--- src/rtl/ins_fetch_pkg.sv ---
// Shared constants and types for the instruction fetch stage: opcode and
// compressed-quadrant encodings, BHT reset value, FSM state and decode kinds.
package ins_fetch_pkg;

  localparam int DAT_W = 32;

  localparam logic [6:0] OPC_JAL    = 7'b1101111;
  localparam logic [6:0] OPC_BRANCH = 7'b1100011;
  localparam logic [6:0] OPC_JALR   = 7'b1100111;

  // Low two bits of a 32-bit instruction; anything else is compressed.
  localparam logic [1:0] Q_RV32I = 2'b11;
  localparam logic [1:0] C_Q1    = 2'b01;
  localparam logic [1:0] C_Q2    = 2'b10;

  localparam logic [2:0] C_F3_JAL  = 3'b001;
  localparam logic [2:0] C_F3_J    = 3'b101;
  localparam logic [2:0] C_F3_BEQZ = 3'b110;
  localparam logic [2:0] C_F3_BNEZ = 3'b111;
  localparam logic [2:0] C_F3_JR   = 3'b100;

  localparam logic [1:0] BHT_RST = 2'b01;  // weakly not taken

  typedef enum logic {
    S_IDLE,
    S_WAIT
  } state_t;

  typedef enum logic [2:0] {
    K_SEQ,
    K_JAL,
    K_JALR,
    K_BR,
    K_CJ,
    K_CBR
  } kind_t;

  typedef struct packed {
    logic             ic;
    logic [DAT_W-1:0] ins;
    logic [DAT_W-1:0] pc;
    logic             pbr;
  } dec_t;

endpackage

--- src/rtl/ins_fetch_if.sv ---
// Fetch-stage buses: instruction cache request/response, decoder issue,
// downstream stall and ROB redirect/training.
interface ins_fetch_if;
  import ins_fetch_pkg::*;

  logic             stall_i;
  logic             ic_req_o;
  logic [DAT_W-1:0] ic_addr_o;
  logic             ic_ready_i;
  logic [DAT_W-1:0] ic_ins_i;
  logic             dec_en_o;
  logic             dec_ic_o;
  logic [DAT_W-1:0] dec_ins_o;
  logic [DAT_W-1:0] dec_pc_o;
  logic             dec_pbr_o;
  logic             rob_flush_i;
  logic [DAT_W-1:0] rob_pc_i;
  logic             rob_br_en_i;
  logic [DAT_W-1:0] rob_br_pc_i;
  logic             rob_br_tk_i;

  modport master (
    input  stall_i,
    output ic_req_o, ic_addr_o,
    input  ic_ready_i, ic_ins_i,
    output dec_en_o, dec_ic_o, dec_ins_o, dec_pc_o, dec_pbr_o,
    input  rob_flush_i, rob_pc_i, rob_br_en_i, rob_br_pc_i, rob_br_tk_i
  );

  modport slave (
    output stall_i,
    input  ic_req_o, ic_addr_o,
    output ic_ready_i, ic_ins_i,
    input  dec_en_o, dec_ic_o, dec_ins_o, dec_pc_o, dec_pbr_o,
    output rob_flush_i, rob_pc_i, rob_br_en_i, rob_br_pc_i, rob_br_tk_i
  );

endinterface

--- src/rtl/ins_fetch_bht.sv ---
// Branch history table: 2-bit saturating counters, one combinational read
// port (returns the taken bit) and one registered update port.
module ins_fetch_bht
  import ins_fetch_pkg::*;
#(
  parameter int BHT_BITS = 6
) (
  input  logic                clk,
  input  logic                rst,
  input  logic [BHT_BITS-1:0] rd_idx,
  output logic                rd_tk,
  input  logic                upd_en,
  input  logic [BHT_BITS-1:0] upd_idx,
  input  logic                upd_tk
);

  localparam int ENTRIES = 1 << BHT_BITS;

  logic [1:0] ctr_q [ENTRIES];

  // Reading the array directly means a same-cycle update is not yet visible.
  assign rd_tk = ctr_q[rd_idx][1];

  always_ff @(posedge clk) begin
    // NOTE: every counter must start weakly-not-taken, so this array is reset
    // entry by entry; that keeps it in flops rather than a RAM macro.
    if (rst) begin
      for (int i = 0; i < ENTRIES; i++) begin
        ctr_q[i] <= BHT_RST;
      end
    end else if (upd_en) begin
      if (upd_tk && ctr_q[upd_idx] != 2'b11) begin
        ctr_q[upd_idx] <= ctr_q[upd_idx] + 2'b01;
      end else if (!upd_tk && ctr_q[upd_idx] != 2'b00) begin
        ctr_q[upd_idx] <= ctr_q[upd_idx] - 2'b01;
      end
    end
  end

endmodule

--- src/rtl/ins_fetch.sv ---
// Instruction fetch: owns the PC, requests the I-cache, classifies RV32I/RV32C,
// predicts the next PC and issues one instruction at a time to the decoder.
module ins_fetch
  import ins_fetch_pkg::*;
#(
  parameter logic [DAT_W-1:0] RESET_PC = '0,
  parameter int               BHT_BITS = 6
) (
  input  logic        clk,
  input  logic        rst,
  input  logic        en,
  ins_fetch_if.master bus
);

  state_t           state_q, state_d;
  logic [DAT_W-1:0] pc_q, pc_d;
  logic             drop_q, drop_d;
  logic             dec_en_q, dec_en_d;
  dec_t             dec_q, dec_d;

  logic [DAT_W-1:0] ins;
  logic [DAT_W-1:0] imm_j, imm_b, imm_cj, imm_cb;
  logic [DAT_W-1:0] seq_pc, nxt_pc;
  logic             is_c, pbr, bht_tk, ic_req;
  kind_t            kind;
  logic             unused_br_pc;

  assign ins    = bus.ic_ins_i;
  assign is_c   = ins[1:0] != Q_RV32I;
  assign seq_pc = pc_q + (is_c ? DAT_W'(2) : DAT_W'(4));

  assign imm_j  = {{12{ins[31]}}, ins[19:12], ins[20], ins[30:21], 1'b0};
  assign imm_b  = {{20{ins[31]}}, ins[7], ins[30:25], ins[11:8], 1'b0};
  assign imm_cj = {{20{ins[12]}}, ins[12], ins[8], ins[10:9], ins[6], ins[7],
                   ins[2], ins[11], ins[5:3], 1'b0};
  assign imm_cb = {{23{ins[12]}}, ins[12], ins[6:5], ins[2], ins[11:10],
                   ins[4:3], 1'b0};

  // Only the index bits of the resolved-branch PC address the table.
  assign unused_br_pc = ^{bus.rob_br_pc_i[DAT_W-1:BHT_BITS+1], bus.rob_br_pc_i[0]};

  ins_fetch_bht #(.BHT_BITS(BHT_BITS)) u_bht (
    .clk    (clk),
    .rst    (rst),
    .rd_idx (pc_q[BHT_BITS:1]),
    .rd_tk  (bht_tk),
    .upd_en (bus.rob_br_en_i),
    .upd_idx(bus.rob_br_pc_i[BHT_BITS:1]),
    .upd_tk (bus.rob_br_tk_i)
  );

  always_comb begin
    kind = K_SEQ;
    if (!is_c) begin
      case (ins[6:0])
        OPC_JAL:    kind = K_JAL;
        OPC_BRANCH: kind = K_BR;
        OPC_JALR:   kind = K_JALR;
        default:    ;
      endcase
    end else if (ins[1:0] == C_Q1) begin
      case (ins[15:13])
        C_F3_J, C_F3_JAL:     kind = K_CJ;
        C_F3_BEQZ, C_F3_BNEZ: kind = K_CBR;
        default:              ;
      endcase
    end else if (ins[1:0] == C_Q2 && ins[15:13] == C_F3_JR &&
                 ins[6:2] == 5'd0 && ins[11:7] != 5'd0) begin
      kind = K_JALR;
    end
  end

  // Register-indirect jumps cannot be predicted here and fall through.
  always_comb begin
    nxt_pc = seq_pc;
    pbr    = 1'b0;
    case (kind)
      K_JAL: nxt_pc = pc_q + imm_j;
      K_CJ:  nxt_pc = pc_q + imm_cj;
      K_BR: begin
        pbr = bht_tk;
        if (bht_tk) nxt_pc = pc_q + imm_b;
      end
      K_CBR: begin
        pbr = bht_tk;
        if (bht_tk) nxt_pc = pc_q + imm_cb;
      end
      default: ;
    endcase
  end

  assign ic_req = (state_q == S_IDLE) && en && !rst && !bus.stall_i && !bus.rob_flush_i;

  always_comb begin
    // NOTE: every variable gets its hold/idle value first, so no path through
    // the branches below can leave one unassigned and infer a latch.
    state_d  = state_q;
    pc_d     = pc_q;
    drop_d   = drop_q;
    dec_en_d = 1'b0;
    dec_d    = dec_q;

    if (bus.rob_flush_i) begin
      pc_d = bus.rob_pc_i;
      if (bus.ic_ready_i) begin
        drop_d  = 1'b0;
        state_d = S_IDLE;
      end else if (state_q == S_WAIT) begin
        drop_d = 1'b1;
      end
    end else begin
      case (state_q)
        S_IDLE: begin
          if (bus.ic_ready_i && drop_q) drop_d = 1'b0;
          if (ic_req) state_d = S_WAIT;
        end
        S_WAIT: begin
          if (bus.ic_ready_i) begin
            state_d = S_IDLE;
            if (drop_q) begin
              drop_d = 1'b0;
            end else begin
              pc_d     = nxt_pc;
              dec_en_d = 1'b1;
              dec_d    = '{ic: is_c, ins: (is_c ? {16'h0, ins[15:0]} : ins),
                           pc: pc_q, pbr: pbr};
            end
          end
        end
        default: state_d = S_IDLE;
      endcase
    end
  end

  // A reset that lands on an outstanding request must swallow its response.
  always_ff @(posedge clk) begin
    // NOTE: state registers use non-blocking assignments so every flop samples
    // the pre-edge value regardless of statement order.
    if (rst) begin
      state_q  <= S_IDLE;
      pc_q     <= RESET_PC;
      drop_q   <= (state_q == S_WAIT || drop_q) && !bus.ic_ready_i;
      dec_en_q <= 1'b0;
      dec_q    <= '0;
    end else if (en) begin
      state_q  <= state_d;
      pc_q     <= pc_d;
      drop_q   <= drop_d;
      dec_en_q <= dec_en_d;
      dec_q    <= dec_d;
    end
  end

  assign bus.ic_req_o  = ic_req;
  assign bus.ic_addr_o = pc_q;
  assign bus.dec_en_o  = dec_en_q;
  assign bus.dec_ic_o  = dec_q.ic;
  assign bus.dec_ins_o = dec_q.ins;
  assign bus.dec_pc_o  = dec_q.pc;
  assign bus.dec_pbr_o = dec_q.pbr;

endmodule

--- src/flat_wrapper.sv ---
// flat-port wrapper written by rule: the top's interface ports become plain ports
module ins_fetch_flat import ins_fetch_pkg::*;
#(
  parameter logic [DAT_W-1:0] RESET_PC = '0,
  parameter int               BHT_BITS = 6
)
  (clk, rst, en, bus_stall_i, bus_ic_req_o, bus_ic_addr_o, bus_ic_ready_i, bus_ic_ins_i, bus_dec_en_o, bus_dec_ic_o, bus_dec_ins_o, bus_dec_pc_o, bus_dec_pbr_o, bus_rob_flush_i, bus_rob_pc_i, bus_rob_br_en_i, bus_rob_br_pc_i, bus_rob_br_tk_i);
  ins_fetch_if bus_i ();
  input  logic clk;
  input  logic rst;
  input  logic en;
  input wire logic [$bits(bus_i.stall_i)-1:0] bus_stall_i;
  output wire logic [$bits(bus_i.ic_req_o)-1:0] bus_ic_req_o;
  output wire logic [$bits(bus_i.ic_addr_o)-1:0] bus_ic_addr_o;
  input wire logic [$bits(bus_i.ic_ready_i)-1:0] bus_ic_ready_i;
  input wire logic [$bits(bus_i.ic_ins_i)-1:0] bus_ic_ins_i;
  output wire logic [$bits(bus_i.dec_en_o)-1:0] bus_dec_en_o;
  output wire logic [$bits(bus_i.dec_ic_o)-1:0] bus_dec_ic_o;
  output wire logic [$bits(bus_i.dec_ins_o)-1:0] bus_dec_ins_o;
  output wire logic [$bits(bus_i.dec_pc_o)-1:0] bus_dec_pc_o;
  output wire logic [$bits(bus_i.dec_pbr_o)-1:0] bus_dec_pbr_o;
  input wire logic [$bits(bus_i.rob_flush_i)-1:0] bus_rob_flush_i;
  input wire logic [$bits(bus_i.rob_pc_i)-1:0] bus_rob_pc_i;
  input wire logic [$bits(bus_i.rob_br_en_i)-1:0] bus_rob_br_en_i;
  input wire logic [$bits(bus_i.rob_br_pc_i)-1:0] bus_rob_br_pc_i;
  input wire logic [$bits(bus_i.rob_br_tk_i)-1:0] bus_rob_br_tk_i;
  assign bus_i.stall_i = bus_stall_i;
  assign bus_ic_req_o = bus_i.ic_req_o;
  assign bus_ic_addr_o = bus_i.ic_addr_o;
  assign bus_i.ic_ready_i = bus_ic_ready_i;
  assign bus_i.ic_ins_i = bus_ic_ins_i;
  assign bus_dec_en_o = bus_i.dec_en_o;
  assign bus_dec_ic_o = bus_i.dec_ic_o;
  assign bus_dec_ins_o = bus_i.dec_ins_o;
  assign bus_dec_pc_o = bus_i.dec_pc_o;
  assign bus_dec_pbr_o = bus_i.dec_pbr_o;
  assign bus_i.rob_flush_i = bus_rob_flush_i;
  assign bus_i.rob_pc_i = bus_rob_pc_i;
  assign bus_i.rob_br_en_i = bus_rob_br_en_i;
  assign bus_i.rob_br_pc_i = bus_rob_br_pc_i;
  assign bus_i.rob_br_tk_i = bus_rob_br_tk_i;
  ins_fetch #(.RESET_PC(RESET_PC), .BHT_BITS(BHT_BITS)) u_core (.clk(clk), .rst(rst), .en(en), .bus(bus_i));
endmodule
--- config.mk ---
export PLATFORM = sky130hd
export DESIGN_NAME = ins_fetch_flat
export DESIGN_NICKNAME = d
export VERILOG_FILES = /design/src/rtl/ins_fetch_pkg.sv /design/src/rtl/ins_fetch_if.sv /design/src/rtl/ins_fetch_bht.sv /design/src/rtl/ins_fetch.sv /design/src/flat_wrapper.sv
export SDC_FILE = /design/constraint.sdc
export NUM_CORES = 1
export LEC_CHECK = 0
export BUFFER_PORTS_ARGS = -buffer_cell sky130_fd_sc_hd__buf_4
export CORE_MARGIN = 3
export CORE_UTILIZATION = 30
export DETAILED_ROUTE_END_ITERATION = 10
export GPL_TIMING_DRIVEN = 0
export PLACE_DENSITY_LB_ADDON = 0.3
export SYNTH_ARGS = -nofsm -noshare
export SYNTH_HDL_FRONTEND = slang
export SYNTH_HIERARCHICAL = 1
export SYNTH_SLANG_ARGS = --single-unit
--- constraint.sdc ---
create_clock -name clk -period 5.92 [get_ports clk]
set_input_delay 0.592 -clock clk [delete_from_list [all_inputs] [get_ports clk]]
set_output_delay 0.592 -clock clk [all_outputs]
set_load 0.01 [all_outputs]
==> results of run 1 <==
## metal layers
layer / global-route usage / part of all wire / vias up
li1: - / - / 8309
met5: 0 / 0.00016 / -
met4: 0.08881 / 0.042 / 2
met3: 0.04869 / 0.11 / 196
met2: 0.3856 / 0.44 / 1134
met1: 0.3290 / 0.41 / 9037
## logic make-up after synthesis
family | Yosys count | share of synthesized area
buffers and inverters | 182 | 0.04455
adder cells (fa/ha/maj) | 98 | 0.06871
flip-flops | 229 | 0.3214
AO/OA/AOI/OAI | 599 | 0.2227
multiplexers | 73 | 0.06084
XOR/XNOR | 89 | 0.04305
AND/OR/NAND/NOR | 844 | 0.2388
## placed cells by master (no fill, tap or decap), types with 12 or more instances in the layout
master / Yosys / final
sky130_fd_sc_hd__nand4_1: 24 / 24
sky130_fd_sc_hd__o21a_1: 15 / 15
sky130_fd_sc_hd__and2_1: 12 / 12
sky130_fd_sc_hd__a21o_1: 51 / 51
sky130_fd_sc_hd__o21ai_0: 71 / 71
sky130_fd_sc_hd__nor3_1: 33 / 33
sky130_fd_sc_hd__inv_1: 28 / 28
sky130_fd_sc_hd__mux4_2: 29 / 29
sky130_fd_sc_hd__nand2b_1: 24 / 24
sky130_fd_sc_hd__xnor2_1: 51 / 51
sky130_fd_sc_hd__nor4_2: 52 / 52
sky130_fd_sc_hd__a211oi_1: 24 / 24
sky130_fd_sc_hd__dfxtp_1: 100 / 100
sky130_fd_sc_hd__or3_1: 17 / 17
sky130_fd_sc_hd__a31oi_1: 19 / 19
sky130_fd_sc_hd__a22oi_1: 16 / 16
sky130_fd_sc_hd__edfxtp_1: 129 / 129
sky130_fd_sc_hd__xor2_1: 37 / 37
sky130_fd_sc_hd__o211ai_1: 15 / 15
sky130_fd_sc_hd__o22ai_1: 15 / 15
sky130_fd_sc_hd__ha_1: 94 / 94
sky130_fd_sc_hd__mux2i_1: 32 / 32
sky130_fd_sc_hd__a21oi_1: 187 / 187
sky130_fd_sc_hd__nand3_1: 58 / 58
sky130_fd_sc_hd__o21ai_1: 16 / 16
sky130_fd_sc_hd__clkbuf_16: 0 / 29
sky130_fd_sc_hd__buf_2: 27 / 27
sky130_fd_sc_hd__clkbuf_1: 105 / 106
sky130_fd_sc_hd__buf_4: 4 / 179
sky130_fd_sc_hd__a221oi_1: 21 / 21
sky130_fd_sc_hd__nor2b_1: 15 / 15
sky130_fd_sc_hd__nand2_1: 339 / 339
sky130_fd_sc_hd__and3_1: 13 / 13
sky130_fd_sc_hd__nor2_1: 186 / 186
sky130_fd_sc_hd__o21bai_1: 20 / 20
sky130_fd_sc_hd__o221ai_1: 16 / 16
sky130_fd_sc_hd__a31o_1: 12 / 12
## path summary, 6_finish.rpt
path | cells past startpoint | start | slack [ns] | to
worst max-delay path | 12 | u_core/bus.ic_addr_o[1] | 0.54 | u_core/bus.ic_addr_o[20]
worst min-delay path | 3 | bus_ic_ins_i[23] | 0.26 | u_core/bus.dec_ins_o[23]
worst max register to register | 12 | u_core/bus.ic_addr_o[1] | 0.54 | u_core/bus.ic_addr_o[20]
worst min register to register | 2 | u_core/bus.dec_ins_o[22] | 0.46 | u_core/bus.dec_ins_o[22]
## repair_timing
| action | CTS | global route |
|---|---|---|
| setup buffers | 0 | 0 |
| hold buffers | 0 | 0 |
| setup endpoints to repair | 1 | 1 |
| resized for setup | 2 | 4 |
## area by class of cell
cell class / instances / area (sq um) / share of cell area
timing repair buffer: 175 / 1314 / 0.06106
inverter: 29 / 108.9 / 0.005059
sequential: 229 / 5876 / 0.2731
tap: 773 / 967.2 / 0.04495
buffer: 152 / 711.9 / 0.03309
multi-input combinational: 1703 / 11590 / 0.5388
clock buffer: 39 / 823.3 / 0.03826
clock inverter: 13 / 122.6 / 0.005699
## registers in the layout (all words and copies together), names as in the netlist
name and cells:
u_core/bus.dec_ic_o 1, u_core/state_q 1, u_core/bus.dec_ins_o 32, u_core/drop_q 1
u_core/bus.ic_addr_o 32, u_core/bus.dec_en_o 1, u_core/u_bht/ctr_q 128, u_core/bus.dec_pbr_o 1
u_core/bus.dec_pc_o 32
## worst max-delay path: stages (launching register included)
cell	delay (ns)
sky130_fd_sc_hd__dfxtp_1	0.58
sky130_fd_sc_hd__clkbuf_2	0.38
sky130_fd_sc_hd__clkdlybuf4s15_2	0.56
sky130_fd_sc_hd__mux4_2	0.58
sky130_fd_sc_hd__mux4_2	0.56
sky130_fd_sc_hd__mux4_2	0.49
sky130_fd_sc_hd__clkbuf_1	0.29
sky130_fd_sc_hd__and3_1	0.35
sky130_fd_sc_hd__clkbuf_1	0.31
sky130_fd_sc_hd__a221oi_1	0.33
sky130_fd_sc_hd__o21ai_0	0.12
sky130_fd_sc_hd__a221oi_1	0.47
sky130_fd_sc_hd__o21ai_1	0.14
## power breakdown
| group | total, uW | internal (uW) | leakage [uW] | switching [uW] |
|---|---|---|---|---|
| Sequential | 1810 | 1730 | 0.00193 | 83.4 |
| Clock | 1780 | 1020 | 0.000467 | 759 |
| Combinational | 1280 | 451 | 0.00542 | 828 |
## metrics by stage
step                utilization  worst slack (ns)
floorplan                     -             1.599
global route             0.3605            0.1547
global placement         0.3445           -0.1222
finish                   0.3605            0.5414
detailed placement       0.3445          -0.05622
CTS                      0.3605            0.1331
==> metrics.md, run 1 <==
| Metric | Value |
|---|---|
| Number of fill cells in the layout | `around 6200` |
| Area added between synthesis and finish | `17.68%` |
| Cell Count, Final, Fillers Out | `3113` |
| Ratio of total power to cell area | `between 200 and 250 nW/um^2` |
| Unrepaired setup endpoints after global routing | `no` |
| Layout Skew | `between 0.05 and 0.06 ns` |
| F_max | `about 0.19 GHz` |
| Placer's final routability congestion estimate | `0.9809` |
| Routed wire length | `between 80000 and 90000 microns` |
| Synth top cells by count | `339 x sky130_fd_sc_hd__nand2_1, 187 x sky130_fd_sc_hd__a21oi_1, 186 x sky130_fd_sc_hd__nor2_1` |
| Result of the run | `completed` |
| Largest net degree at the start of global routing | `28` |
| First-pass GRT wire length | `roughly 120000 microns` |
| Worst setup path category | `register to register` |
| Final Max Tran Viols | `0` |
| WL/cell | `between 20 and 30 microns` |
| Leakage power | `approximately 0.0078 uW` |
| Post-detailed-route count of antenna-violating nets | `0` |
| Placeable core area | `roughly 60000 sq um` |
| Chip height | `252.9 microns` |
| Vias in the first global route | `17450` |
| Quantity of I/O buffers inserted on ports | `between 150 and 200` |
| Insertion delay to the later sink of the worst-skew pair | `about 0.61 ns` |
| Post-layout power | `slightly below 5000 uW` |
| CTS H-Tree Depth | `1` |
| Combined global-route utilization of all metal layers | `0.2434` |
| Die Wd | `252.9 microns` |
| Fraction of layout instances using a drive strength above 1 | `0.1739` |
| Largest area contributor in the netlist | `sky130_fd_sc_hd__edfxtp_1` |
| Cell count after synthesis | `2114` |
| Initial drt markers | `about 2100` |
| Crit-path max FO | `10` |
| Fin Setup TNS | `0 ns` |
| Syn Area/Cell | `about 8.6 sq um` |
| Cell chosen for the clock root | `sky130_fd_sc_hd__clkbuf_16` |
| Max-capacitance violation count | `0` |
| Total nets after synthesis | `2316` |
| Count of unresolved DRC violations after routing | `0` |
| Area enclosed by the die boundary | `63940 sq um` |
| Number of antenna violations at the first check in global routing | `1` |
| First drt pass iteration count | `6` |
| Warning count from the yosys run | `6` |
| Final design area excluding fillers | `between 20000 and 25000 sq um` |
| Routed vias/inst | `~6.0` |
| Required time worst endpoint | `about 6.4 ns` |
| Standard-cell rows | `between 80 and 90` |
| NumNets Final | `between 2000 and 3000` |
| Overflow left after global routing | `0` |
| Final-report setup violation count | `0` |
| I/O Pins | `just over 200` |
| Share of the clock period used by the worst path after layout | `0.9085` |
| Tightest slew margin relative to the limit | `0.1922` |
| Proportion of netlist area held by the largest area contributor | `0.2119` |
| Initial standard-cell utilization of the core | `0.3063` |
| Clock buffer depth | `3` |
| Worst IR drop on VDD | `~0.00019 V` |
| Number of clock sinks seen by CTS | `229` |
| Time the worst path needs with I/O delays and setup | `~5.4 ns` |
| Worst hold margin | `0.2633 ns` |
| Placed cell areas | `between 20000 and 25000 sq um` |
| Post-synth cell types | `roughly 100` |
| Synth Flop Type | `sky130_fd_sc_hd__edfxtp_1` |
| Clock slew seen by the registers of the worst setup and hold paths | `about 0.07 ns` |
| Tightest Hold Check Type | `input pin to register` |
| Worst Setup Start Kind | `register` |
| # placed instances | `just over 3000` |
| Clock tree from TritonCTS | `built` |
| Vias | `18680` |
| Most numerous cell in the Yosys netlist | `sky130_fd_sc_hd__nand2_1` |
| Number of inserted diodes | `0` |
| Final HPWL DP | `slightly above 60000 microns` |
| Share of synthesized area occupied by flip-flops and latches | `0.3214` |
| Critical path capture point type | `register` |
| Number of enable-type register cells in the synthesized netlist | `129` |
| Worst-Margin Slew | `between 1 and 1.5 ns` |
| Final hold violations | `0` |
| Number of buffers added by the clock tree synthesis step | `28` |
| Combined area of all synthesized cells | `18280 sq um` |
| Area contributors post-synth | `sky130_fd_sc_hd__edfxtp_1 21%, sky130_fd_sc_hd__dfxtp_1 11%, sky130_fd_sc_hd__nand2_1 7.0%, sky130_fd_sc_hd__ha_1 6.4%, sky130_fd_sc_hd__a21oi_1 5.1%` |
| Post-synth ARST share | `0` |
| CP arrival | `between 5 and 6 ns` |
| Total of flip-flops plus latches after synthesis | `229` |
Note: power is estimated with default switching activity, not from simulation.
==> inputs of run 2 (changes only) <==
- clock period: 5.92 -> 4.71 ns (I/O delays scaled with it)
==> run 2 against run 1 <==
Compared with the run above:
- wire length hardly changed
- fmax is 20% higher
- via count is 0.48% lower
- global-route usage hardly changed
- cell area hardly changed
- flip-flop and latch count stayed put
- total power is 26% higher
- final cell count hardly changed
==> metrics.md, run 2 (same netlist as run 1, synthesis figures left out) <==
| Metric | Value |
|---|---|
| Fraction of power spent switching nets | `0.3431` |
| Chip height | `between 200 and 300 microns` |
| Overflow left after global routing | `0` |
| Fraction of layout instances using a drive strength above 1 | `0.1774` |
| Peak per-stage delay on the critical path | `0.66 ns` |
| Time the worst path needs with I/O delays and setup | `~4.5 ns` |
| Die Wd | `between 200 and 300 microns` |
| Area added between synthesis and finish | `17.77%` |
| Crit-path max FO | `10` |
| Setup slack of the worst register-to-register path | `~0.22 ns` |
| Clock tree from TritonCTS | `built` |
| Clock slew seen by the registers of the worst setup and hold paths | `about 0.07 ns` |
| Combined global-route utilization of all metal layers | `0.2432` |
| Number of inserted diodes | `0` |
| Required time worst endpoint | `between 5 and 6 ns` |
| Vias in the first global route | `about 17000` |
| Total net switching power | `between 2000 and 2500 uW` |
| Final setup margin | `0.2169 ns` |
| Insertion delay to the later sink of the worst-skew pair | `0.61 ns` |
| Part of the power in the clock network | `0.365` |
| Final Max Tran Viols | `0` |
| Max-capacitance violation count | `0` |
| NumNets Final | `2519` |
| Routed vias/inst | `5.973` |
| Number of buffers added by the clock tree synthesis step | `28` |
| First-pass GRT wire length | `around 120000 microns` |
| # Post-CTS Setup Buffers | `0` |
| Worst-Margin Slew | `approximately 1.2 ns` |
| Count of unresolved DRC violations after routing | `0` |
| Commonest non-fill, non-tap cell in the layout | `sky130_fd_sc_hd__nand2_1` |
| Highest-count cells in the layout ignoring fill and taps | `338 x sky130_fd_sc_hd__nand2_1, 187 x sky130_fd_sc_hd__a21oi_1, 186 x sky130_fd_sc_hd__nor2_1` |
| Launch point of the critical path | `u_core/bus.ic_addr_o[1]` |
| Depth of the worst hold-timing path | `3` |
| F_max | `approximately 0.22 GHz` |
| Vias | `about 19000` |
| Tightest slew margin relative to the limit | `0.1839` |
| Worst Setup Start Kind | `register` |
| Min-Delay Endpoint | `u_core/bus.dec_ins_o[23]` |
| Number of clock sinks seen by CTS | `approximately 230` |
| Initial standard-cell utilization of the core | `0.3063` |
| Cell with the biggest individual delay on the critical path | `sky130_fd_sc_hd__mux4_2` |
| Leakage power | `0.007830 uW` |
| WL/cell | `between 20 and 30 microns` |
| Combinational cell fraction of total power | `0.263` |
| Clock buffer depth | `3` |
| Ratio of total power to cell area | `around 280 nW/um^2` |
| Placeable core area | `slightly below 60000 sq um` |
| Quantity of I/O buffers inserted on ports | `roughly 180` |
| Final-report setup violation count | `0` |
| Layout Skew | `between 0.04 and 0.05 ns` |
| Area enclosed by the die boundary | `63940 sq um` |
| Share of the clock period used by the worst path after layout | `0.9540` |
| Flip-flop count of the largest register, all copies and words added | `between 100 and 150` |
| Result of the run | `completed` |
| Crit Reg-Reg Endpoint | `u_core/bus.ic_addr_o[20]` |
| Largest net degree at the start of global routing | `28` |
| Hold path startpoint | `bus_ic_ins_i[23]` |
| Cell chosen for the clock root | `sky130_fd_sc_hd__clkbuf_16` |
| Worst hold margin | `0.1431 ns` |
| CP arrival | `about 4.9 ns` |
| CTS H-Tree Depth | `1` |
| Placement-stage worst setup slack | `-1.266 ns` |
| First drt pass iteration count | `6` |
| Worst Reg-to-Reg Cells | `11` |
| Unrepaired setup endpoints after global routing | `no` |
| Relative contribution of sequential cells to total power | `0.372` |
| Tightest Hold Check Type | `input pin to register` |
| Worst IR drop on VDD | `between 0.0002 and 0.00025 V` |
| Cells traversed along the worst timing path | `clkbuf_4, buf_4, mux4_2, mux4_2, mux4_2, and3_1, clkbuf_2, a221oi_1, o21ai_0, a221oi_2, o21ai_1` |
| I/O Pins | `204` |
| Post-detailed-route count of antenna-violating nets | `0` |
| Register bank with the most flops | `u_core/u_bht/ctr_q` |
| Critical path capture point type | `register` |
| Top cell by count, worst path | `sky130_fd_sc_hd__mux4_2` |
| Final hold violations | `0` |
| Number of antenna violations at the first check in global routing | `1` |
| Standard-cell rows | `~90` |
| Launch point of the worst reg-to-reg path | `u_core/bus.ic_addr_o[1]` |
| Initial drt markers | `just over 2000` |
| Placer's final routability congestion estimate | `roughly 0.98` |
| Worst setup path category | `register to register` |
| P_int | `around 4000 uW` |
| Routed wire length | `80990 microns` |
| Final HPWL DP | `roughly 62000 microns` |
## run 2: stage by stage
step	util	cell area (sq um)	cells	power, uW	TNS, ns
final	0.3607	21530	3112	6117	0
after global routing	0.3607	21530	3112	6339	0
after CTS	0.3607	21530	3113	6122	-0.01158
after floorplan	-	18280	2114	3297	0
after detailed placement	0.3445	20560	3062	3872	-25.18
after global placement	0.3445	20560	3062	3858	-25.01
## run 2: power groups by stage
| stage | clock [uW] | combinational (uW) | sequential, uW |
|---|---|---|---|
| after floorplan | 0 | 1020 | 2270 |
| final | 2230 | 1610 | 2280 |
| after global placement | 0 | 1540 | 2310 |
| after CTS | 2280 | 1570 | 2270 |
| after detailed placement | 0 | 1560 | 2320 |
| after global routing | 2350 | 1710 | 2280 |
## run 2: area by class of cell
type	count	area [sq um]
Buffer	151	714.4
Clock buffer	39	823.3
Clock inverter	13	122.6
Fill cell	6163	38160
Inverter	29	108.9
Multi-Input combinational cell	1703	11600
Sequential cell	229	5878
Tap cell	773	967.2
Timing Repair Buffer	175	1314
## run 2: worst max-delay path by stage
stage / endpoint / slack (ns) / cells after the start
2_1_floorplan: u_core/bus.ic_addr_o[22] / 0.39 / 12
3_3_place_gp: u_core/bus.ic_addr_o[22] / -1.33 / 12
3_5_place_dp: u_core/bus.ic_addr_o[22] / -1.27 / 12
4_1_cts: u_core/bus.ic_addr_o[20] / -0.01 / 12
5_1_grt: u_core/bus.ic_addr_o[26] / 0.02 / 15
6_report: u_core/bus.ic_addr_o[20] / 0.22 / 11
## run 2: critical path: cells and delay by family, from the launching register on
| family | cells | cell delay [ns] |
|---|---|---|
| buffers and inverters | 3 | 0.87 |
| and+or+nand+nor | 1 | 0.31 |
| AOI/OAI and AO/OA | 4 | 0.87 |
| muxes | 3 | 1.77 |
| DFF | 1 | 0.48 |
## run 2: repair_timing
action,CTS,global route
gates cloned,0,0
endpoints found under the hold margin,0,0
endpoints found under the setup margin,32,16
pin swaps,0,0
hold buffers,0,0
gates resized for setup,15,5
## run 2: layer usage
| metal | up-vias | wire length (microns) | global-route usage |
|---|---|---|---|
| li1 | 8330 | - | - |
| met1 | 8995 | 33610 | 0.3287 |
| met2 | 1062 | 35470 | 0.3844 |
| met3 | 200 | 8357 | 0.04807 |
| met4 | 2 | 3538 | 0.09161 |
| met5 | - | 13 | 0 |
==> inputs of run 3 (changes only) <==
- clock period: 4.71 -> 4.85 ns (I/O delays scaled with it)
==> run 3 against run 2 <==
Compared with the run above:
- fmax shrank 3.2%
- die area did not move
- clock power fell by 3%
- clock skew grew 0.0021 ns
- first-iteration DRC count increased by 1.2%
- highest routed layer unchanged
- critical endpoint unchanged
- global-route usage did not move
- register-to-register slack about the same
==> metrics.md, run 3 (same netlist as run 1, synthesis figures left out) <==
| Metric | Value |
|---|---|
| Result of the run | `completed` |
| Die Wd | `~250 microns` |
| Tightest Hold Check Type | `input pin to register` |
| I/O Pins | `between 200 and 250` |
| Placement-stage worst setup slack | `-1.126 ns` |
| WL/cell | `between 20 and 30 microns` |
| Number of inserted diodes | `0` |
| Share of the core filled with cells | `0.3608` |
| Standard-cell rows | `89` |
| Fin Setup TNS | `0 ns` |
| Final Max Tran Viols | `0` |
| Critical path capture point type | `register` |
| Share of the clock period used by the worst path after layout | `0.9575` |
| Ratio of total power to cell area | `275.9 nW/um^2` |
| Crit-path max FO | `10` |
| Count of unresolved DRC violations after routing | `0` |
| Largest net degree at the start of global routing | `28` |
| Commonest non-fill, non-tap cell in the layout | `sky130_fd_sc_hd__nand2_1` |
| Final setup margin | `0.2063 ns` |
| Tightest slew margin relative to the limit | `0.2066` |
| Layout Skew | `slightly above 0.05 ns` |
| Clock slew seen by the registers of the worst setup and hold paths | `around 0.06 ns` |
| Routed vias/inst | `5.987` |
| Placeable core area | `about 60000 sq um` |
| Worst setup path category | `register to register` |
| Crit-path leading delay family | `multiplexers` |
| Final hold violations | `0` |
| Clock buffer depth | `3` |
| Total of hold buffers inserted after clock tree synthesis | `0` |
| Insertion delay to the later sink of the worst-skew pair | `0.61 ns` |
| Worst IR drop on VDD | `roughly 0.00023 V` |
| Number of clock sinks seen by CTS | `approximately 230` |
| Cell chosen for the clock root | `sky130_fd_sc_hd__clkbuf_16` |
| Worst Setup Start Kind | `register` |
| Final HPWL DP | `61760 microns` |
| CP arrival | `5.08 ns` |
| Initial drt markers | `around 2100` |
| Number of fill cells in the layout | `6164` |
| Vias | `18640` |
| Area added between synthesis and finish | `17.80%` |
| CTS H-Tree Depth | `1` |
| # Post-CTS Setup Buffers | `0` |
| Post-layout power | `slightly below 6000 uW` |
| Vias in the first global route | `~17000` |
| CTS-repair resized insts | `12` |
| NumNets Final | `~2500` |
| Clock tree from TritonCTS | `built` |
| Worst-Margin Slew | `between 1 and 1.5 ns` |
| Final-report setup violation count | `0` |
| Flip-flop count of the largest register, all copies and words added | `approximately 130` |
| Leakage power | `0.007831 uW` |
| Cell with the biggest individual delay on the critical path | `sky130_fd_sc_hd__mux4_2` |
| Time the worst path needs with I/O delays and setup | `~4.6 ns` |
| Cells traversed along the worst timing path | `clkbuf_4, buf_4, mux4_2, mux4_2, mux4_2, clkbuf_1, and3_1, clkbuf_2, a221oi_1, o21ai_0, a221oi_2, o21ai_1` |
| F_max | `~0.22 GHz` |
| Max-capacitance violation count | `0` |
| Area enclosed by the die boundary | `63940 sq um` |
| Fraction of layout instances using a drive strength above 1 | `0.1778` |
| Chip height | `252.9 microns` |
| First drt pass iteration count | `6` |
| Number of buffers added by the clock tree synthesis step | `28` |
| CP Buf/Inv Count | `4` |
| Register bank with the most flops | `u_core/u_bht/ctr_q` |
| Quantity of I/O buffers inserted on ports | `175` |
| Top cell by count, worst path | `sky130_fd_sc_hd__mux4_2` |
| Unrepaired setup endpoints after global routing | `no` |
| Initial standard-cell utilization of the core | `0.3063` |
| Peak per-stage delay on the critical path | `between 0.5 and 0.6 ns` |
| Number of antenna violations at the first check in global routing | `1` |
| Routed wire length | `80910 microns` |
| Combined global-route utilization of all metal layers | `0.2432` |
| Post-detailed-route count of antenna-violating nets | `0` |
| Overflow left after global routing | `0` |
| Required time worst endpoint | `~5.3 ns` |
| Highest-count cells in the layout ignoring fill and taps | `338 x sky130_fd_sc_hd__nand2_1, 187 x sky130_fd_sc_hd__a21oi_1, 186 x sky130_fd_sc_hd__nor2_1` |
| First-pass GRT wire length | `116500 microns` |
| Placer's final routability congestion estimate | `0.9809` |
## run 3: through the flow
stage | hold WS (ns) | instances | area, sq um
6_report | 0.1555 | 3113 | 21540
5_1_grt | 0.1587 | 3113 | 21540
4_1_cts | 0.1298 | 3113 | 21520
3_5_place_dp | 0.4484 | 3062 | 20560
3_3_place_gp | 0.4436 | 3062 | 20560
2_1_floorplan | 0.4761 | 2114 | 18280
## run 3: area by class of cell
class / instances / area (sq um) / share of cell area
Buffer: 152 / 715.7 / 0.03323
Clock buffer: 39 / 823.3 / 0.03823
Clock inverter: 13 / 122.6 / 0.005693
Inverter: 29 / 108.9 / 0.005054
Multi-Input combinational cell: 1703 / 11610 / 0.5390
Sequential cell: 229 / 5878 / 0.2729
Tap cell: 773 / 967.2 / 0.04491
Timing Repair Buffer: 175 / 1314 / 0.06100
## run 3: report_power, final
group / internal [uW] / switching (uW) / leakage [uW]
logic: 552 / 1010 / 0.00544
registers: 2110 / 104 / 0.00193
clock network: 1240 / 926 / 0.000467
total: 3900 / 2040 / 0.00783
## run 3: metal layers
metal	global-route usage	share of wire	vias up
met2	0.3844	0.44	1093
met3	0.04807	0.10	183
met1	0.3287	0.41	9051
met4	0.09161	0.042	2
li1	-	-	8310
met5	0	0.00016	-
## run 3: worst paths after layout
check / cells after the start / end / slack [ns] / from
min: 3 / u_core/bus.dec_ins_o[23] / 0.16 / bus_ic_ins_i[23]
min reg2reg: 2 / u_core/bus.dec_ins_o[22] / 0.46 / u_core/bus.dec_ins_o[22]
max reg2reg: 12 / u_core/bus.ic_addr_o[20] / 0.21 / u_core/bus.ic_addr_o[1]
max: 12 / u_core/bus.ic_addr_o[20] / 0.21 / u_core/bus.ic_addr_o[1]
## run 3: worst min-delay path, cell delays in order
cell and delay (ns):
sky130_fd_sc_hd__buf_4 0.11, sky130_fd_sc_hd__nand3_1 0.06, sky130_fd_sc_hd__a21oi_1 0.06
